`src/rtl/dm_write_buffer_pkg.sv`:
```
// Shared definitions for the data-memory write buffer: entry layout, drain states, size defaults.
// Latency: n/a (types and constants only).
// Backpressure: n/a.
package dm_write_buffer_pkg;

  localparam int DEPTH_DEF    = 4;
  localparam int PTR_W_DEF    = 2;
  localparam int ENTRY_ADDR_W = 30;
  localparam int ENTRY_W      = 62;

  // Drain FSM encoding: one bubble in IDLE between consecutive memory writes.
  typedef enum logic {
    S_IDLE  = 1'b0,
    S_WRITE = 1'b1
  } state_e;

  // One buffered store: word address (byte address bits [31:2]) plus data.
  typedef struct packed {
    logic [ENTRY_ADDR_W-1:0] addr;
    logic [31:0]             data;
  } entry_t;

endpackage

```
`src/rtl/dm_wb_fifo.sv`:
```
// Circular store FIFO: entry storage, head/tail pointers, occupancy count and per-entry valid bits.
// Latency: a pushed entry is visible at head / on the entry ports the cycle after the push.
// Backpressure: none internally; the caller must not push when full or pop when empty.
module dm_wb_fifo
  import dm_write_buffer_pkg::*;
#(
  parameter int DEPTH = DEPTH_DEF,
  parameter int PTR_W = PTR_W_DEF
) (
  input  logic             clk,
  input  logic             rst_n,
  input  logic             push_i,
  input  entry_t           push_entry_i,
  input  logic             pop_i,
  output entry_t           head_entry_o,
  output logic [PTR_W:0]   count_o,
  output logic [PTR_W-1:0] head_o,
  output entry_t           entries_o [DEPTH],
  output logic [DEPTH-1:0] vld_o
);

  entry_t           mem_q [DEPTH];
  logic [PTR_W-1:0] head_q, head_d;
  logic [PTR_W-1:0] tail_q, tail_d;
  logic [PTR_W:0]   count_q, count_d;
  logic [DEPTH-1:0] vld_q, vld_d;

  // Pointer, count and valid-bit next state; simultaneous push/pop leaves count unchanged.
  always_comb begin
    head_d  = head_q;
    tail_d  = tail_q;
    count_d = count_q;
    vld_d   = vld_q;
    if (push_i) begin
      vld_d[tail_q] = 1'b1;
      tail_d        = tail_q + 1'b1;
    end
    if (pop_i) begin
      vld_d[head_q] = 1'b0;
      head_d        = head_q + 1'b1;
    end
    case ({push_i, pop_i})
      2'b10:   count_d = count_q + 1'b1;
      2'b01:   count_d = count_q - 1'b1;
      default: count_d = count_q;
    endcase
  end

  // Control state register; reset drops every pending store.
  always_ff @(posedge clk) begin
    if (!rst_n) begin
      head_q  <= '0;
      tail_q  <= '0;
      count_q <= '0;
      vld_q   <= '0;
    end else begin
      head_q  <= head_d;
      tail_q  <= tail_d;
      count_q <= count_d;
      vld_q   <= vld_d;
    end
  end

  // Entry storage needs no reset: valid bits gate every use of its contents.
  always_ff @(posedge clk) begin
    if (rst_n && push_i) begin
      mem_q[tail_q] <= push_entry_i;
    end
  end

  assign head_entry_o = mem_q[head_q];
  assign count_o      = count_q;
  assign head_o       = head_q;
  assign entries_o    = mem_q;
  assign vld_o        = vld_q;

endmodule

```
`src/rtl/dm_write_buffer.sv`:
```
// Store buffer between CPU data stage and slow memory; optional load forwarding under DM_WB_FWD_EN.
// Latency: push -> mem_wr one cycle later, held until mem_rdy; one idle bubble between writes.
// Backpressure: stall while full (from registered count); mem_addr/mem_wdata held until mem_rdy.
module dm_write_buffer
  import dm_write_buffer_pkg::*;
#(
  parameter int DEPTH = DEPTH_DEF,
  parameter int PTR_W = PTR_W_DEF
) (
  input  logic        clk,
  input  logic        rst_n,
  input  logic        wr_en,
  input  logic [31:0] wr_addr,
  input  logic [31:0] wr_data,
  output logic        stall,
  output logic        empty,
  input  logic [31:0] rd_addr,
  output logic        rd_hit,
  output logic [31:0] rd_data,
  output logic        mem_wr,
  output logic [31:0] mem_addr,
  output logic [31:0] mem_wdata,
  input  logic        mem_rdy
);

  logic             push;
  logic             pop;
  entry_t           push_entry;
  entry_t           head_entry;
  logic [PTR_W:0]   count;
  logic [PTR_W-1:0] fwd_head;
  entry_t           fwd_entries [DEPTH];
  logic [DEPTH-1:0] fwd_vld;

  state_e                  state_q, state_d;
  logic [ENTRY_ADDR_W-1:0] mem_addr_q, mem_addr_d;
  logic [31:0]             mem_wdata_q, mem_wdata_d;

  assign stall      = (count == (PTR_W+1)'(DEPTH));
  assign empty      = (count == '0);
  assign push       = wr_en && !stall;
  assign push_entry = '{addr: wr_addr[31:2], data: wr_data};

  dm_wb_fifo #(
    .DEPTH (DEPTH),
    .PTR_W (PTR_W)
  ) u_fifo (
    .clk          (clk),
    .rst_n        (rst_n),
    .push_i       (push),
    .push_entry_i (push_entry),
    .pop_i        (pop),
    .head_entry_o (head_entry),
    .count_o      (count),
    .head_o       (fwd_head),
    .entries_o    (fwd_entries),
    .vld_o        (fwd_vld)
  );

  // Drain FSM: latch the head entry in IDLE, present it in WRITE until memory accepts.
  always_comb begin
    state_d     = state_q;
    mem_addr_d  = mem_addr_q;
    mem_wdata_d = mem_wdata_q;
    pop         = 1'b0;
    case (state_q)
      S_IDLE: begin
        if (!empty) begin
          mem_addr_d  = head_entry.addr;
          mem_wdata_d = head_entry.data;
          state_d     = S_WRITE;
        end
      end
      S_WRITE: begin
        if (mem_rdy) begin
          pop     = 1'b1;
          state_d = S_IDLE;
        end
      end
      default: state_d = S_IDLE;
    endcase
  end

  // Drain FSM state and the held memory request.
  always_ff @(posedge clk) begin
    if (!rst_n) begin
      state_q     <= S_IDLE;
      mem_addr_q  <= '0;
      mem_wdata_q <= '0;
    end else begin
      state_q     <= state_d;
      mem_addr_q  <= mem_addr_d;
      mem_wdata_q <= mem_wdata_d;
    end
  end

  assign mem_wr    = (state_q == S_WRITE);
  assign mem_addr  = {mem_addr_q, 2'b00};
  assign mem_wdata = mem_wdata_q;

  // Byte offset of a store never matters: memory is written a word at a time.
  logic unused_wr_lsb;
  assign unused_wr_lsb = ^wr_addr[1:0];

`ifdef DM_WB_FWD_EN
  logic [PTR_W-1:0] fwd_idx;
  logic             unused_rd_lsb;
  assign unused_rd_lsb = ^rd_addr[1:0];

  // Walk oldest to youngest so the youngest matching store wins.
  always_comb begin
    rd_hit  = 1'b0;
    rd_data = '0;
    fwd_idx = fwd_head;
    for (int k = 0; k < DEPTH; k++) begin
      fwd_idx = fwd_head + PTR_W'(k);
      if (fwd_vld[fwd_idx] && (fwd_entries[fwd_idx].addr == rd_addr[31:2])) begin
        rd_hit  = 1'b1;
        rd_data = fwd_entries[fwd_idx].data;
      end
    end
  end
`else
  logic [DEPTH-1:0] unused_fwd;
  logic             unused_rd;
  assign rd_hit    = 1'b0;
  assign rd_data   = '0;
  assign unused_rd = ^{rd_addr, fwd_head};
  for (genvar g = 0; g < DEPTH; g++) begin : g_unused_fwd
    assign unused_fwd[g] = ^{fwd_entries[g], fwd_vld[g]};
  end
`endif

endmodule
```
`config.mk`:
```
export PLATFORM = sky130hd
export DESIGN_NAME = dm_write_buffer
export DESIGN_NICKNAME = d
export VERILOG_FILES = /design/src/rtl/dm_write_buffer_pkg.sv /design/src/rtl/dm_wb_fifo.sv /design/src/rtl/dm_write_buffer.sv
export SDC_FILE = /design/constraint.sdc
export NUM_CORES = 1
export LEC_CHECK = 0
export BUFFER_PORTS_ARGS = -buffer_cell sky130_fd_sc_hd__buf_2
export CAP_MARGIN = 40
export CORE_MARGIN = 2
export CORE_UTILIZATION = 40
export DETAILED_ROUTE_END_ITERATION = 8
export SYNTH_ARGS = -nofsm -noshare
export SYNTH_HDL_FRONTEND = slang
export SYNTH_SLANG_ARGS = --single-unit
```
`constraint.sdc`:
```
create_clock -name clk -period 2.98 [get_ports clk]
set_input_delay 0.447 -clock clk [delete_from_list [all_inputs] [get_ports clk]]
set_output_delay 0.447 -clock clk [all_outputs]
set_load 0.03 [all_outputs]
```
# Word level (Yosys, flattened, before mapping)
# Index checks and enable logic that the tools add are counted.
# totals
ff_bits	318
latch_bits	0
ramBits	0
rom_bits	0
in_bits	100
output_inout_bits	100
word_cells	47
memories	0
# classes
addsub	4
multipliers	0
div	0
n_lt_le_gt_ge	3
eq_ne	3
shifts	0
n_mux	12
bitwise_logic	4
n_reduce_logical	7
# ops
op	count
$bwmux W248	1
$mux W62	3
$bmux W62 S2	1
$demux W62 S2	1
$ge A3 B3 Y1 const B	2
$not A2 Y3	2
$pmux W3 S2	1
$add A2 B1 Y2 const B	2
$mux W1	4
$add A3 B1 Y3 const B	1
$eq A3 B3 Y1 const B	1
$logic_and A1 B1 Y1	3
$logic_not A3 Y1	1
$lt A3 B1 Y1 const B	1
$sub A3 B1 Y3 const B	1
$eq A2 B1 Y1 const B	1
$eq A2 B2 Y1 const B	1
$not A1 Y1	2
$pmux W1 S2	1
$reduce_and A2 Y1	1
$reduce_bool A2 Y1	1
$logic_not A1 Y1	1

# Longest topological paths before layout
# logic_depth
ltp_word	6
mapped_depth	10
mapped_depth_nobuf	10

# Hierarchy
# A second synthesis with hierarchy kept.
# unflattened
hier_cells	701
hier_area_um2	12482.0
# by_module_without_submodules
mod	n_inst	cells_each	area_per_inst_um2	seq_area_each_um2
dm_wb_fifo	1	389	9620.5	7667.4
dm_write_buffer	1	312	2861.5	1261.2

# Worst setup path before layout
# OpenSTA, ideal clock, no wires.
# synth_path
path_kind	register to register
start	reg u_fifo.count_q[0], in the netlist u_fifo.count_o[0]
end	reg u_fifo.mem_q, in the netlist u_fifo.entries_o[0] (enable)
setup_time_ns	0.427
arrival_ns	2.451
required_ns	2.553
setup_slack_ns	0.103
stages_incl_launch_ff	5
n_path_buf	0
period_less_slack_ns	2.877
path_cell_list	dfxtp_1 > or3b_1 > inv_1 > nor2_1 > and3_1
# synth_via
elab_chain_len	4
# synth_lines
item	line	text
start, declared	dm_wb_fifo.sv:25	logic [PTR_W:0] count_q, count_d;
start signal, assigned	dm_wb_fifo.sv:59	count_q <= count_d;
$eq A3 B3 Y1	dm_write_buffer.sv:39	assign stall = (count == (PTR_W+1)'(DEPTH));
named net stall	dm_write_buffer.sv:15	output logic stall,
$logic_not A1 Y1	dm_write_buffer.sv:41	assign push = wr_en && !stall;
$logic_and A1 B1 Y1	dm_write_buffer.sv:41	
$logic_and A1 B1 Y1	dm_wb_fifo.sv:66	if (rst_n && push_i) begin
end signal, assigned by index	dm_wb_fifo.sv:67	mem_q[tail_q] <= push_entry_i;
end, declared	dm_wb_fifo.sv:22	entry_t mem_q [DEPTH];
# The timed path passes the listed nets, and every way through them passes these cells.
# A chain may end at the register's enable or synchronous reset.

# Worst setup path after layout
# layout_path
start	reg u_fifo.count_q[2], in the netlist u_fifo.count_o[2]
end	reg u_fifo.count_q[2], in the netlist u_fifo.count_o[2]
# layout_via
elab_chain_len	5
elab_cells_between_ends	9
classes_between	add/sub (2); eq/ne (3); mux (1); reduce/logical (3)
# layout_lines
item	line	text
$eq A3 B3 Y1	dm_write_buffer.sv:39	
$logic_not A1 Y1	dm_write_buffer.sv:41	
$logic_and A1 B1 Y1	dm_write_buffer.sv:41	
$eq A2 B1 Y1 / $eq A2 B2 Y1 (equally long branches)	dm_wb_fifo.sv:42	case ({push_i, pop_i})
$pmux W3 S2 / $reduce_bool A2 Y1 (equally long branches)	n/a	
# Several ways; a longest one is shown, not always the timed one.

==> results.toml <==
[synthesis]
postSynthAreaPerCell_um2 = 20.89
synth-seq-cells = 318
synth_largest_type_area_fraction_pct = 64.45
synth-seq-area-share_pct = 76.58
synth_area_um2 = 11550
synth.area.top_cells = "sky130_fd_sc_hd__edfxtp_1 (64%), sky130_fd_sc_hd__dfxtp_1 (12%), sky130_fd_sc_hd__mux4_2 (12%)"
netlist_instances = 553
synthesis.yosys.warnings = 0
synth_area_leader_cell = "sky130_fd_sc_hd__edfxtp_1"
synthDistinctLibCells = 27

[worst_setup_path]
worstPathArrival_ps = 2890
crit_path_max_fanout = 5
timing.critical_path.cells = "or3b_1 -> inv_1 -> nor2_1 -> inv_1 -> ha_1 -> inv_1 -> fa_1 -> xor2_1 -> or3_1 -> a21oi_1"
critical_path.endpoint_type = "flop"
critical_path.startpoint_type = "flop"
cp_num_buf_inv = 3
crit_family = "simple AND/OR/NAND/NOR gates"
critical_path_rt_ps = 3400
cell_repeated_most_along_the_worst_path = "sky130_fd_sc_hd__inv_1"
timing_worst_setup_path_type = "flop to flop"
cp_slowest_cell = "sky130_fd_sc_hd__or3b_1"
timing.critical_path.slowest_cell_delay_ps = 420

[route]
vias = 5591
wire_per_inst_um = 20.02
drc = 0
routed_wirelength_um = 22390
drt-initial-drc-count = 385
vias_per_cell = 5.001
drt-pass1-iter-count = 5
ant_nets = 0

[finish]
layout_area_growth_over_synthesis_pct = 18.62
fraction_of_layout_instances_using_a_drive_strength_above_1_pct = 35.84
final_cell_mix = "sky130_fd_sc_hd__edfxtp_1 (248), sky130_fd_sc_hd__buf_2 (130), sky130_fd_sc_hd__dfxtp_1 (68)"
final_design_area_no_fill_um2 = 13710
multi_input_comb_area_um2 = 2371
most_frequent_standard_cell_in_the_layout_excluding_fill_and_tap_cells = "sky130_fd_sc_hd__edfxtp_1"
ff_latch_area_um2 = 8856
final.fill_count = 2395
final_nets = 811

[sta]
unrepaired_setup_endpoints_after_global_routing = "false"
slew_violations = 0
finalWorstSetupSlack_ps = 511.7
report.final.hold_viol_count = 0
fin_setup_tns_ps = 0
layout_min_cycle_time_ps = 2468
max_slew.worst_pin.slew_ps = 588.0
timing.final.setup_violations = 0
slew_headroom_pct = 60.80
peak_freq_mhz = 405.1
fin_skew_ps = 11.47
layout_worst_path_cycle_share_pct = 82.83

[power_and_ir_drop]
power-per-cell-area_nw_per_um2 = 906.1
power.ir.vdd_worst_mv = 0.4972
design_power_total_mw = 12.42
static-leakage-power_nw = 4.863

[run]
drv_cap = 0

[global_routing]
grt_start_max_net_pins = 63
number_of_global_route_vias_before_repair = 5955
grt_overflow = 0
grt_util_all_layers_pct = 14.73
antenna_found_initial = 4
grt_pass1_wl_um = 33960

[place]
detailedPlace.worstSlack_ps = 563.8
globalplace.congestion = 0.7561
placed_cell_area_um2 = 12590
place.port_buffers = 130
place.detailed.hpwl_um = 12750

[floorplan]
die_h_um = 174.0
std_cell_rows = 62
core_um2 = 28550
top_level_ports = 200
die_boundary_width_um = 174.0
effective_utilization_at_floorplan_pct = 40.48
dieArea_um2 = 30260

[clock_tree]
clock_latency_ps = 490
clock_sink_count = 318
cts.path.max_buffers = 3
ctsRootBufferMaster = "sky130_fd_sc_hd__clkbuf_16"
cts.clk_slew.worst_paths_ps = 60
tritoncts = "built"
cts-buffers-inserted = 34
htree_num_levels = 2
cts_hold_buffers = 0
post_cts_resize_count = 0
post_cts_buffers = 0

[run_status]
outcome = "completed"

[worst_hold_path]
worstHoldPathType = "primary input to flop"
[routing by layer]
metal / global-route usage, % / vias up / routed length (um)
met2: 23.89 / 169 / 10620
met5: 0 / - / 21
met1: 19.28 / 2898 / 9776
met4: 3.711 / 4 / 366
li1: - / 2491 / -
met3: 4.899 / 29 / 1606
[worst register-to-register path: cells and delay by family, from the launching register on]
family	cells	cell delay (ps)
buffers and inverters	3	280
xor gates and xnor gates	1	160
DFF	1	400
AOI/OAI and AO/OA	1	160
adders and majority gates	2	560
and+or+nand+nor	3	840
[synthesized netlist by cell type]
master,instances
sky130_fd_sc_hd__edfxtp_1,248
sky130_fd_sc_hd__dfxtp_1,70
sky130_fd_sc_hd__a22o_1,62
sky130_fd_sc_hd__mux4_2,62
sky130_fd_sc_hd__buf_4,41
sky130_fd_sc_hd__inv_1,9
sky130_fd_sc_hd__buf_2,8
sky130_fd_sc_hd__buf_6,7
sky130_fd_sc_hd__nor2_1,6
sky130_fd_sc_hd__clkbuf_1,5
sky130_fd_sc_hd__ha_1,5
sky130_fd_sc_hd__a21oi_1,4
sky130_fd_sc_hd__and3_1,4
sky130_fd_sc_hd__xor2_1,4
sky130_fd_sc_hd__nand3_1,3
sky130_fd_sc_hd__o21ai_0,3
sky130_fd_sc_hd__nor3_2,2
sky130_fd_sc_hd__clkbuf_4,1
sky130_fd_sc_hd__conb_1,1
sky130_fd_sc_hd__fa_1,1
sky130_fd_sc_hd__inv_2,1
sky130_fd_sc_hd__nand2_1,1
sky130_fd_sc_hd__nor3_1,1
sky130_fd_sc_hd__nor4_1,1
sky130_fd_sc_hd__o21a_1,1
sky130_fd_sc_hd__or3_1,1
sky130_fd_sc_hd__or3b_1,1
[stage by stage]
step,std cells,hold WS [ps],utilization (%)
4_1_cts,1115,142.2,47.99
3_3_place_gp,1053,455.2,44.10
6_report,1118,168.8,48.01
3_5_place_dp,1053,458.5,44.10
2_1_floorplan,587,483.7,-
5_1_grt,1115,145.1,47.99
[path summary, 6_finish.rpt]
kind | from | end | slack, ps | depth (start not counted)
hold reg to reg | mem_wdata[31] | mem_wdata[31] | 470 | 1
setup reg to reg | u_fifo.count_o[2] | u_fifo.count_o[2] | 510 | 10
setup / recovery | u_fifo.count_o[2] | u_fifo.count_o[2] | 510 | 10
hold / removal | wr_data[10] | u_fifo.entries_o[72] | 170 | 1
[flip-flops by register name, indices dropped and copies added (netlist names)]
name / count
mem_wr: 1
u_fifo.entries_o: 248
u_fifo.count_o: 3
mem_wdata: 32
mem_addr_q: 30
u_fifo.head_o: 2
u_fifo.tail_q: 2
[cell families (layout without fill, tap and decap cells)]
family	Yosys count	in the layout	synth area share, %
compound gates	70	70	5.068
xor+xnor	4	4	0.3032
fa+ha+maj	6	6	0.7147
buf+inv	72	216	4.245
flops	318	318	76.58
mux	62	62	12.08
other cells	1	38	0.03245
simple gates	20	20	0.9745
[power by group]
part / internal [mW] / switching, mW / leakage (nW) / total (mW)
Combinational: 0.976 / 1.69 / 1.49 / 2.67
Clock: 2.53 / 1.60 / 0.541 / 4.12
Sequential: 5.30 / 0.327 / 2.83 / 5.63
[layout make-up]
class                           instances  share of cell area, %
Sequential cell                       318                  64.61
Multi-Input combinational cell        197                  17.30
Clock inverter                          7                 0.6390
Antenna cell                            3                0.05477
Inverter                               10                 0.2738
Clock buffer                           55                  7.467
Timing Repair Buffer                  144                  6.152
Tap cell                              384                  3.505
(Power assumes the default switching activity.)
